`config.mk`:
```
export PLATFORM = sky130hd
export DESIGN_NAME = enc_velocity_est
export DESIGN_NICKNAME = d
export VERILOG_FILES = /design/src/rtl/enc_velocity_est.sv
export SDC_FILE = /design/constraint.sdc
export NUM_CORES = 1
export LEC_CHECK = 0
export CAP_MARGIN = 20
export CORE_ASPECT_RATIO = 0.7
export CORE_MARGIN = 4
export CORE_UTILIZATION = 40
export CTS_CLUSTER_DIAMETER = 120
export CTS_CLUSTER_SIZE = 40
export DETAILED_ROUTE_END_ITERATION = 8
export GPL_TIMING_DRIVEN = 0
export RECOVER_POWER = 100
export SYNTH_ARGS = -nofsm -noshare
export SYNTH_HDL_FRONTEND = slang
export SYNTH_SLANG_ARGS = --single-unit
```
`constraint.sdc`:
```
create_clock -name sclk -period 11.6 [get_ports sclk]
set_input_delay 2.32 -clock sclk [delete_from_list [all_inputs] [get_ports sclk]]
set_output_delay 2.32 -clock sclk [all_outputs]
set_load 0.05 [all_outputs]
```
`src/rtl/enc_velocity_est.sv`:
```
// Per-window signed velocity estimate from a wrapping encoder position count,
// with a 2^AVG_LOG2-window moving average of the per-window delta.
module enc_velocity_est #(
  parameter int COUNTS_PER_REV = 2047,
  parameter int COUNT_SIZE     = 11,
  parameter int WINDOW_CYCLES  = 100000,
  parameter int AVG_LOG2       = 3
) (
  input  logic                  sclk,
  input  logic                  rstn,
  input  logic                  enable,
  input  logic [COUNT_SIZE-1:0] pos,
  input  logic                  home,
  output logic [COUNT_SIZE:0]   vel_delta,
  output logic                  vel_valid,
  output logic                  vel_home,
  output logic [COUNT_SIZE:0]   vel_avg,
  output logic                  avg_valid,
  output logic                  avg_full,
  output logic [1:0]            fsm_state
);

  localparam int DW    = COUNT_SIZE + 1;
  localparam int SW    = DW + AVG_LOG2;
  localparam int DEPTH = 1 << AVG_LOG2;
  localparam int M     = COUNTS_PER_REV + 1;
  localparam int CW    = $clog2(WINDOW_CYCLES);
  localparam logic [CW-1:0] WIN_LAST = CW'(WINDOW_CYCLES - 1);

  typedef enum logic [1:0] {IDLE = 2'd0, PRIME = 2'd1, RUN = 2'd2} state_t;

  state_t                state, state_next;
  logic                  tick;
  logic                  run_ok;
  logic [CW-1:0]         win_cnt;
  logic [COUNT_SIZE-1:0] cur_q, prev_q;
  logic                  home_seen;
  logic                  s1_valid, s1_bad;
  logic signed [DW-1:0]  hist [DEPTH];
  logic [AVG_LOG2-1:0]   wr_ptr;
  logic signed [SW-1:0]  sum, sum_next;
  logic signed [DW-1:0]  delta_w;

  // Shortest-path difference of two positions on a ring of M counts.
  function automatic logic signed [DW-1:0] wrap_delta(input logic [COUNT_SIZE-1:0] c,
                                                      input logic [COUNT_SIZE-1:0] p);
    int r;
    r = int'(c) - int'(p);
    if (r > M / 2 - 1) r = r - M;
    else if (r < -(M / 2)) r = r + M;
    return DW'(r);
  endfunction

  assign fsm_state = state;
  assign run_ok    = enable && (state != IDLE);
  assign delta_w   = wrap_delta(cur_q, prev_q);
  assign sum_next  = sum - SW'(hist[wr_ptr]) + SW'($signed(vel_delta));

  always_ff @(posedge sclk or negedge rstn) begin
    if (!rstn) state <= IDLE;
    else       state <= state_next;
  end

  // Dropping enable wins over a coincident tick: no sample is taken.
  always_comb begin
    state_next = state;
    tick       = 1'b0;
    case (state)
      IDLE:  if (enable) state_next = PRIME;
      PRIME: begin
        if (!enable) state_next = IDLE;
        else if (win_cnt == WIN_LAST) begin
          tick       = 1'b1;
          state_next = RUN;
        end
      end
      RUN: begin
        if (!enable) state_next = IDLE;
        else if (win_cnt == WIN_LAST) tick = 1'b1;
      end
      default: state_next = IDLE;
    endcase
  end

  always_ff @(posedge sclk or negedge rstn) begin
    if (!rstn) win_cnt <= '0;
    else if (!run_ok || tick) win_cnt <= '0;
    else win_cnt <= win_cnt + CW'(1);
  end

  always_ff @(posedge sclk or negedge rstn) begin
    if (!rstn) begin
      cur_q     <= '0;
      prev_q    <= '0;
      home_seen <= 1'b0;
      s1_valid  <= 1'b0;
      s1_bad    <= 1'b0;
      vel_delta <= '0;
      vel_valid <= 1'b0;
      vel_home  <= 1'b0;
      vel_avg   <= '0;
      avg_valid <= 1'b0;
      avg_full  <= 1'b0;
      wr_ptr    <= '0;
      sum       <= '0;
      for (int i = 0; i < DEPTH; i++) hist[i] <= '0;
    end else begin
      s1_valid  <= 1'b0;
      vel_valid <= 1'b0;
      avg_valid <= 1'b0;

      // A home anywhere in the window, or on the tick itself, poisons the sample.
      if (tick) begin
        cur_q     <= pos;
        prev_q    <= cur_q;
        s1_valid  <= (state == RUN);
        s1_bad    <= home_seen | home;
        home_seen <= home;
      end else if (home) begin
        home_seen <= 1'b1;
      end

      if (run_ok && s1_valid) begin
        vel_delta <= s1_bad ? '0 : delta_w;
        vel_home  <= s1_bad;
        vel_valid <= 1'b1;
      end

      if (run_ok && vel_valid) begin
        hist[wr_ptr] <= $signed(vel_delta);
        sum          <= sum_next;
        vel_avg      <= DW'(sum_next >>> AVG_LOG2);
        avg_valid    <= 1'b1;
        wr_ptr       <= wr_ptr + AVG_LOG2'(1);
        if (wr_ptr == '1) avg_full <= 1'b1;
      end

      if (state != IDLE && !enable) avg_full <= 1'b0;

      if (state == IDLE && enable) begin
        sum      <= '0;
        wr_ptr   <= '0;
        avg_full <= 1'b0;
        for (int i = 0; i < DEPTH; i++) hist[i] <= '0;
      end
    end
  end

endmodule

```
==> flow_summary_export.csv, run 1 <==
group,metric,value,unit
synth,ys_types,61,
worst_setup_path,path_buf_inv,1,
global_routing,grt_pass1_vias,8093,
sta,setup_violations,0,
finish,mostFrequentLayoutCells,"256 x nand2_1, 186 x dfrtp_1, 135 x a21oi_1",
worst_setup_path,slowest_delay,3210,ps
finish,layout_commonest_cell,"nand2_1",
worst_setup_path,worstPathRequired,11040,ps
synth,synth-edff-count,0,
floorplan,boundaryPins,45,
clocking,cts_made_buffers,17,
job,maxCapViolations,1,
finish,drive_gt1_frac,0.05241,
synth,synth_top_area_share,0.4613,
finish,multiInputGateArea,4840,sq um
global_routing,grt_max_degree,105,
floorplan,start_util,0.4078,
min_path,min_path_type,"register to register",
power_and_ir_drop,p_sw,394.0,uW
synth,syn_area,10090,sq um
synth,synth-main-ff-cell,"dfrtp_1",
finish,n_antenna_cell,0,
floorplan,dieHeight,140.9,um
clocking,cts_hold_buf,0,
synth,synthTopCellsByArea,"dfrtp_1 46%, nand2_1 9.5%, a21oi_1 6.7%",
sta,drv_slew,83,
sta,skew,13.26,ps
placed_design,gp_congestion,0.9105,
synth,avgSynthCellArea,9.123,sq um
status,status,"finished with violations",
status,violations,"capacitance limit, slew limit",
sta,hold_ws,471.2,ps
clocking,clkTransAtPathRegs,70,ps
synth,synthesis.instances,1106,
sta,hold_viol,0,
detailed_routing,routedWlPerCell,19.87,um
worst_setup_path,critPathCaptureType,"asynchronous set/reset pin",
synth,postSynthNetCount,1173,
synth,yosys_warnings,0,
power_and_ir_drop,powerDensity,123.7,nW/um^2
worst_setup_path,crit_type,"input port to asynchronous set/reset pin",
placed_design,place_hpwl,21450,um
global_routing,antenna_found_initial,0,
clocking,post_cts_buffers,0,
synth,async_flop_share,1.000,
power_and_ir_drop,p_seq_frac,0.463,
global_routing,grt_use_met2,0.2994,
floorplan,core_area,24740,sq um
detailed_routing,route.detailed.drc,0,
power_and_ir_drop,internal_power,1026,uW
synth,ys_ff_latch,186,
detailed_routing,vias,8282,
detailed_routing,drt-total-wl,29960,um
clocking,root_buffer,"clkbuf_16",
global_routing,grt_use_met3,0.06641,
sta,fmax,160.6,MHz
finish,syn_to_final_growth,13.76,%
global_routing,grt_use_total,0.2192,
floorplan,num_rows,48,
clocking,htreeDepth,4,
global_routing,met1_usage,0.3384,
finish,seq_area,4654,sq um
synth,synth_largest_area_cell,"dfrtp_1",
worst_setup_path,cp.arrival,5670,ps
worst_setup_path,startpoint_type,"input port",
floorplan,dieArea,27870,sq um
detailed_routing,drt-initial-drc-count,755,
clocking,post_cts_resized,0,
sta,rsz0062_at_grt,"no",
synth,seq_area_frac_synth,0.4613,
global_routing,grt-busiest-layer,"met1",
sta,tightest_slew,4706,ps
worst_setup_path,slowest_stage,"clkbuf_1",
global_routing,overflow,0,
clocking,cts_buffer_depth,2,
worst_setup_path,crit_fanout,83,
clocking,worstSkewPairLatency,450,ps
worst_setup_path,crit_chain,"clkbuf_1",
placed_design,port_buffers,44,
sta,tns,0,ps
finish,final_nets,1237,
power_and_ir_drop,p_leak,0.005088,uW
power_and_ir_drop,fin_total_pwr,1419,uW
clocking,cts_tree,"done",
power_and_ir_drop,netSwitchingFraction,0.2776,
sta,period_minus_slack,6228,ps
clocking,cts.sinks,186,
power_and_ir_drop,peakVddDrop,0.1108,mV
global_routing,grt_first_pass_wirelength,47090,um
power_and_ir_drop,pwr-share-clk,0.437,
detailed_routing,viasPerCell,5.492,
power_and_ir_drop,p_comb_frac,0.099,
worst_setup_path,cpLargestDelayFamily,"buffers and inverters",
finish,fillCellCount,2427,
sta,fin_crit_sh,0.5369,
floorplan,fp.dieW,197.8,um
sta,slew_headroom,-2.138,
detailed_routing,first_pass_iters,5,
detailed_routing,ant_nets,0,
==> sequential cells by signal, summed over array words and instances, names as in the netlist <==
signal     cells
sum           15
vel_valid      1
prev_q        11
home_seen      1
avg_valid      1
cur_q         11
vel_home       1
vel_delta     12
s1_valid       1
s1_bad         1
win_cnt       17
fsm_state      2
wr_ptr         3
vel_avg       12
hist          96
avg_full       1
==> power by group through the flow <==
stage / registers [uW] / logic, uW / clock network, uW
after floorplan: 682 / 57.3 / 0
after global placement: 671 / 141 / 0
after detailed placement: 670 / 142 / 0
after CTS: 658 / 143 / 628
after global routing: 658 / 151 / 657
final: 658 / 141 / 621
==> synthesized netlist by cell type, types with 11 or more instances <==
master    count
a21o_1       13
a21oi_1     135
and3_1       17
clkbuf_1     52
dfrtp_1     186
fa_1         15
ha_1         37
inv_1        67
mux2_2       16
mux2_4       14
mux2i_1      21
nand2_1     256
nand3_1      29
nor2_1       53
nor2b_1      11
nor3_1       14
o21ai_0      27
xnor2_1      12
xor2_1       11
==> path summary, 6_finish.rpt <==
path	start	end	slack, ps	cells after the start
max in group sclk	wr_ptr[2]	sum[13]	6580	13
worst min-delay path	vel_avg[4]	vel_avg[4]	470	2
worst max register to register	wr_ptr[2]	sum[13]	6580	13
min in group asynchronous	rstn	vel_avg[5]	3530	1
worst max-delay path	rstn	fsm_state[1]	5370	1
worst min register to register	vel_avg[4]	vel_avg[4]	470	2
==> layout make-up <==
cell class,count,area share
Sequential cell,186,0.4055
Inverter,68,0.02224
Buffer,68,0.02267
Timing Repair Buffer,45,0.04022
Clock inverter,11,0.01395
Clock buffer,21,0.03837
Tap cell,325,0.03543
Multi-Input combinational cell,784,0.4216
==> kinds of logic (layout without fill, tap and decap cells) <==
kind of cell,after synthesis,in the layout,synth area share
AO/OA/AOI/OAI,238,238,0.1391
multiplexers,57,57,0.07292
AND/OR/NAND/NOR,414,414,0.1781
buffers and inverters,136,213,0.05295
adder cells (fa/ha/maj),52,52,0.07564
flip-flops,186,186,0.4613
XOR/XNOR,23,23,0.01996
==> metrics by stage <==
step / util / setup WS, ps / instances / instance area (sq um)
global placement: 0.4420 / 103.8 / 1475 / 10940
global route: 0.4639 / 4504 / 1508 / 11480
floorplan: - / 7824 / 1106 / 10090
detailed placement: 0.4433 / 6269 / 1476 / 10970
finish: 0.4639 / 5372 / 1508 / 11480
CTS: 0.4676 / 6744 / 1508 / 11570
==> per-layer routing <==
layer / vias up / part of all wire
met5: - / 0
met4: 0 / 0.012
li1: 3861 / -
met2: 333 / 0.41
met3: 27 / 0.098
met1: 4061 / 0.48
(Power assumes the default switching activity.)
==> run 2: changes to the inputs <==
==> constraint.sdc (replaced) <==
create_clock -name sclk -period 5.17 [get_ports sclk]
set_input_delay 1.034 -clock sclk [delete_from_list [all_inputs] [get_ports sclk]]
set_output_delay 1.034 -clock sclk [all_outputs]
set_load 0.05 [all_outputs]
==> run 2 against run 1 <==
  * The flow still finishes with violations (capacitance limit, slew limit)
  * Setup slack got worse by 5200 ps
  * Utilization decreased by 0.056 points
  * Cell count unchanged
  * First-iteration DRC count decreased by 0.40%
  * Clock power increased by 120%
  * Via count increased by 0.12%
==> flow_summary_export.csv, run 2 (same netlist as run 1, synthesis figures left out) <==
group,metric,value,unit
status,status,"finished with violations",
status,violations,"capacitance limit, slew limit",
sta,fmax,198.5,MHz
clocking,cts_hold_buf,0,
finish,largest_register_ffs,96,
power_and_ir_drop,powerDensity,277.7,nW/um^2
power_and_ir_drop,p_sw,884.3,uW
power_and_ir_drop,p_leak,0.005093,uW
floorplan,num_rows,48,
sta,setup_violations,0,
power_and_ir_drop,netSwitchingFraction,0.2778,
finish,layout_commonest_cell,"nand2_1",
power_and_ir_drop,pwr-share-clk,0.437,
sta,skew,13.23,ps
sta,period_minus_slack,5038,ps
clocking,htreeDepth,4,
finish,fillCellCount,2430,
floorplan,fp.dieW,197.8,um
worst_setup_path,cp.arrival,5370,ps
clocking,cts.sinks,186,
floorplan,dieArea,27870,sq um
power_and_ir_drop,peakVddDrop,0.2486,mV
detailed_routing,ant_nets,0,
power_and_ir_drop,p_comb_frac,0.099,
worst_setup_path,cpLargestDelayFamily,"compound AO/OA/AOI/OAI gates",
worst_setup_path,crit_fanout,10,
detailed_routing,first_pass_iters,7,
global_routing,grt_pass1_vias,8093,
sta,hold_viol,0,
finish,syn_to_final_growth,13.63,%
placed_design,place_hpwl,21450,um
worst_setup_path,critPathCaptureType,"register",
finish,largestRegisters,"hist x96, win_cnt x17, sum x15",
detailed_routing,drt-total-wl,29980,um
job,maxCapViolations,1,
sta,rsz0062_at_grt,"no",
detailed_routing,viasPerCell,5.499,
finish,mostFrequentLayoutCells,"256 x nand2_1, 186 x dfrtp_1, 135 x a21oi_1",
global_routing,antenna_found_initial,0,
worst_setup_path,worstPathRequired,5500,ps
clocking,cts_tree,"done",
global_routing,overflow,0,
finish,stdcell_area,11460,sq um
worst_setup_path,slowest_stage,"clkbuf_1",
placed_design,placed_cell_area,10970,sq um
power_and_ir_drop,internal_power,2299,uW
clocking,post_cts_resized,0,
placed_design,port_buffers,44,
worst_setup_path,slowest_delay,680,ps
power_and_ir_drop,p_seq_frac,0.464,
clocking,worstSkewPairLatency,450,ps
min_path,min_path_type,"register to register",
worst_setup_path,crit_chain,"clkbuf_1 > clkbuf_1 > mux2i_1 > o22ai_1 > a21oi_1 > fa_1 > ha_1 > a21oi_1 > o21ai_0 > and3_1 > a211oi_1 > nor4_1 > a311o_1",
worst_setup_path,crit_type,"register to register",
worst_setup_path,startpoint_type,"register",
finish,top_register,"hist",
detailed_routing,routedWlPerCell,19.88,um
sta,setup_slack,131.5,ps
sta,slew_headroom,-1.565,
placed_design,place_ws,295.8,ps
clocking,clkTransAtPathRegs,70,ps
floorplan,start_util,0.4078,
finish,final_nets,1237,
global_routing,grt_use_total,0.2192,
floorplan,core_area,24740,sq um
global_routing,grt_max_degree,105,
floorplan,boundaryPins,45,
worst_setup_path,path_buf_inv,2,
sta,drv_slew,84,
finish,n_antenna_cell,0,
placed_design,gp_congestion,0.9105,
floorplan,dieHeight,140.9,um
detailed_routing,drt-initial-drc-count,752,
sta,hold_ws,471.2,ps
clocking,post_cts_buffers,0,
clocking,root_buffer,"clkbuf_16",
detailed_routing,vias,8292,
global_routing,grt_first_pass_wirelength,47090,um
sta,fin_crit_sh,0.9746,
clocking,cts_buffer_depth,2,
clocking,cts_made_buffers,17,
finish,drive_gt1_frac,0.05156,
power_and_ir_drop,fin_total_pwr,3184,uW
sta,tightest_slew,3847,ps
detailed_routing,route.detailed.drc,0,
run 2: changes by cell type in the layout (fill, tap and decap cells not counted):
cell	change
o21ai_1	-1
buf_1	+1
o21ai_0	+1
dlymetal6s4s_1	+1
nor4_2	-1
buf_6	+1
and2_0	+1
nor4_1	+1
clkbuf_1	-2
buf_16	-1
and2_1	-1
run 2: final timing paths:
kind	start	to	slack, ps	cells past startpoint
min in group asynchronous	rstn	vel_avg[5]	1990	1
setup reg to reg	wr_ptr[2]	sum[13]	130	13
hold / removal	vel_avg[4]	vel_avg[4]	470	2
setup / recovery	wr_ptr[2]	sum[13]	130	13
max in group asynchronous	rstn	win_cnt[2]	770	2
hold reg to reg	vel_avg[4]	vel_avg[4]	470	2
run 2: power by group through the flow:
stage / clock [uW] / sequential, uW / combinational, uW
after floorplan: 0 / 1530 / 129
after global placement: 0 / 1510 / 315
after detailed placement: 0 / 1500 / 319
after CTS: 1410 / 1480 / 320
after global routing: 1470 / 1480 / 337
final: 1390 / 1480 / 315
run 2: metrics by stage:
stage	util	std cells	setup TNS [ps]
after floorplan	-	1106	0
after global placement	0.4420	1475	-934390
after detailed placement	0.4433	1476	0
after CTS	0.4676	1508	0
after global routing	0.4633	1508	0
final	0.4633	1508	0
run 2: cell type report:
class | count | area (sq um) | area share
repair buffers | 45 | 454.2 | 0.03962
plain buffers | 68 | 260.3 | 0.02270
clock inverters | 11 | 160.2 | 0.01397
well taps | 325 | 406.6 | 0.03547
multi-input cells | 784 | 4833 | 0.4216
clock buffers | 21 | 440.4 | 0.03842
inverters | 68 | 255.2 | 0.02226
flip-flops and latches | 186 | 4654 | 0.4060
run 2: worst min-delay path, stage by stage, from the launching register on:
cell and delay, ps:
dfrtp_1 340, nand2_1 50, nand2_1 50
run 2: layer usage:
| layer | GRT usage | wire length [um] | up-vias |
|---|---|---|---|
| li1 | - | - | 3866 |
| met1 | 0.3384 | 14410 | 4056 |
| met2 | 0.2994 | 12320 | 345 |
| met3 | 0.06641 | 2903 | 25 |
| met4 | 0.05252 | 344 | 0 |
| met5 | 0 | 0 | - |
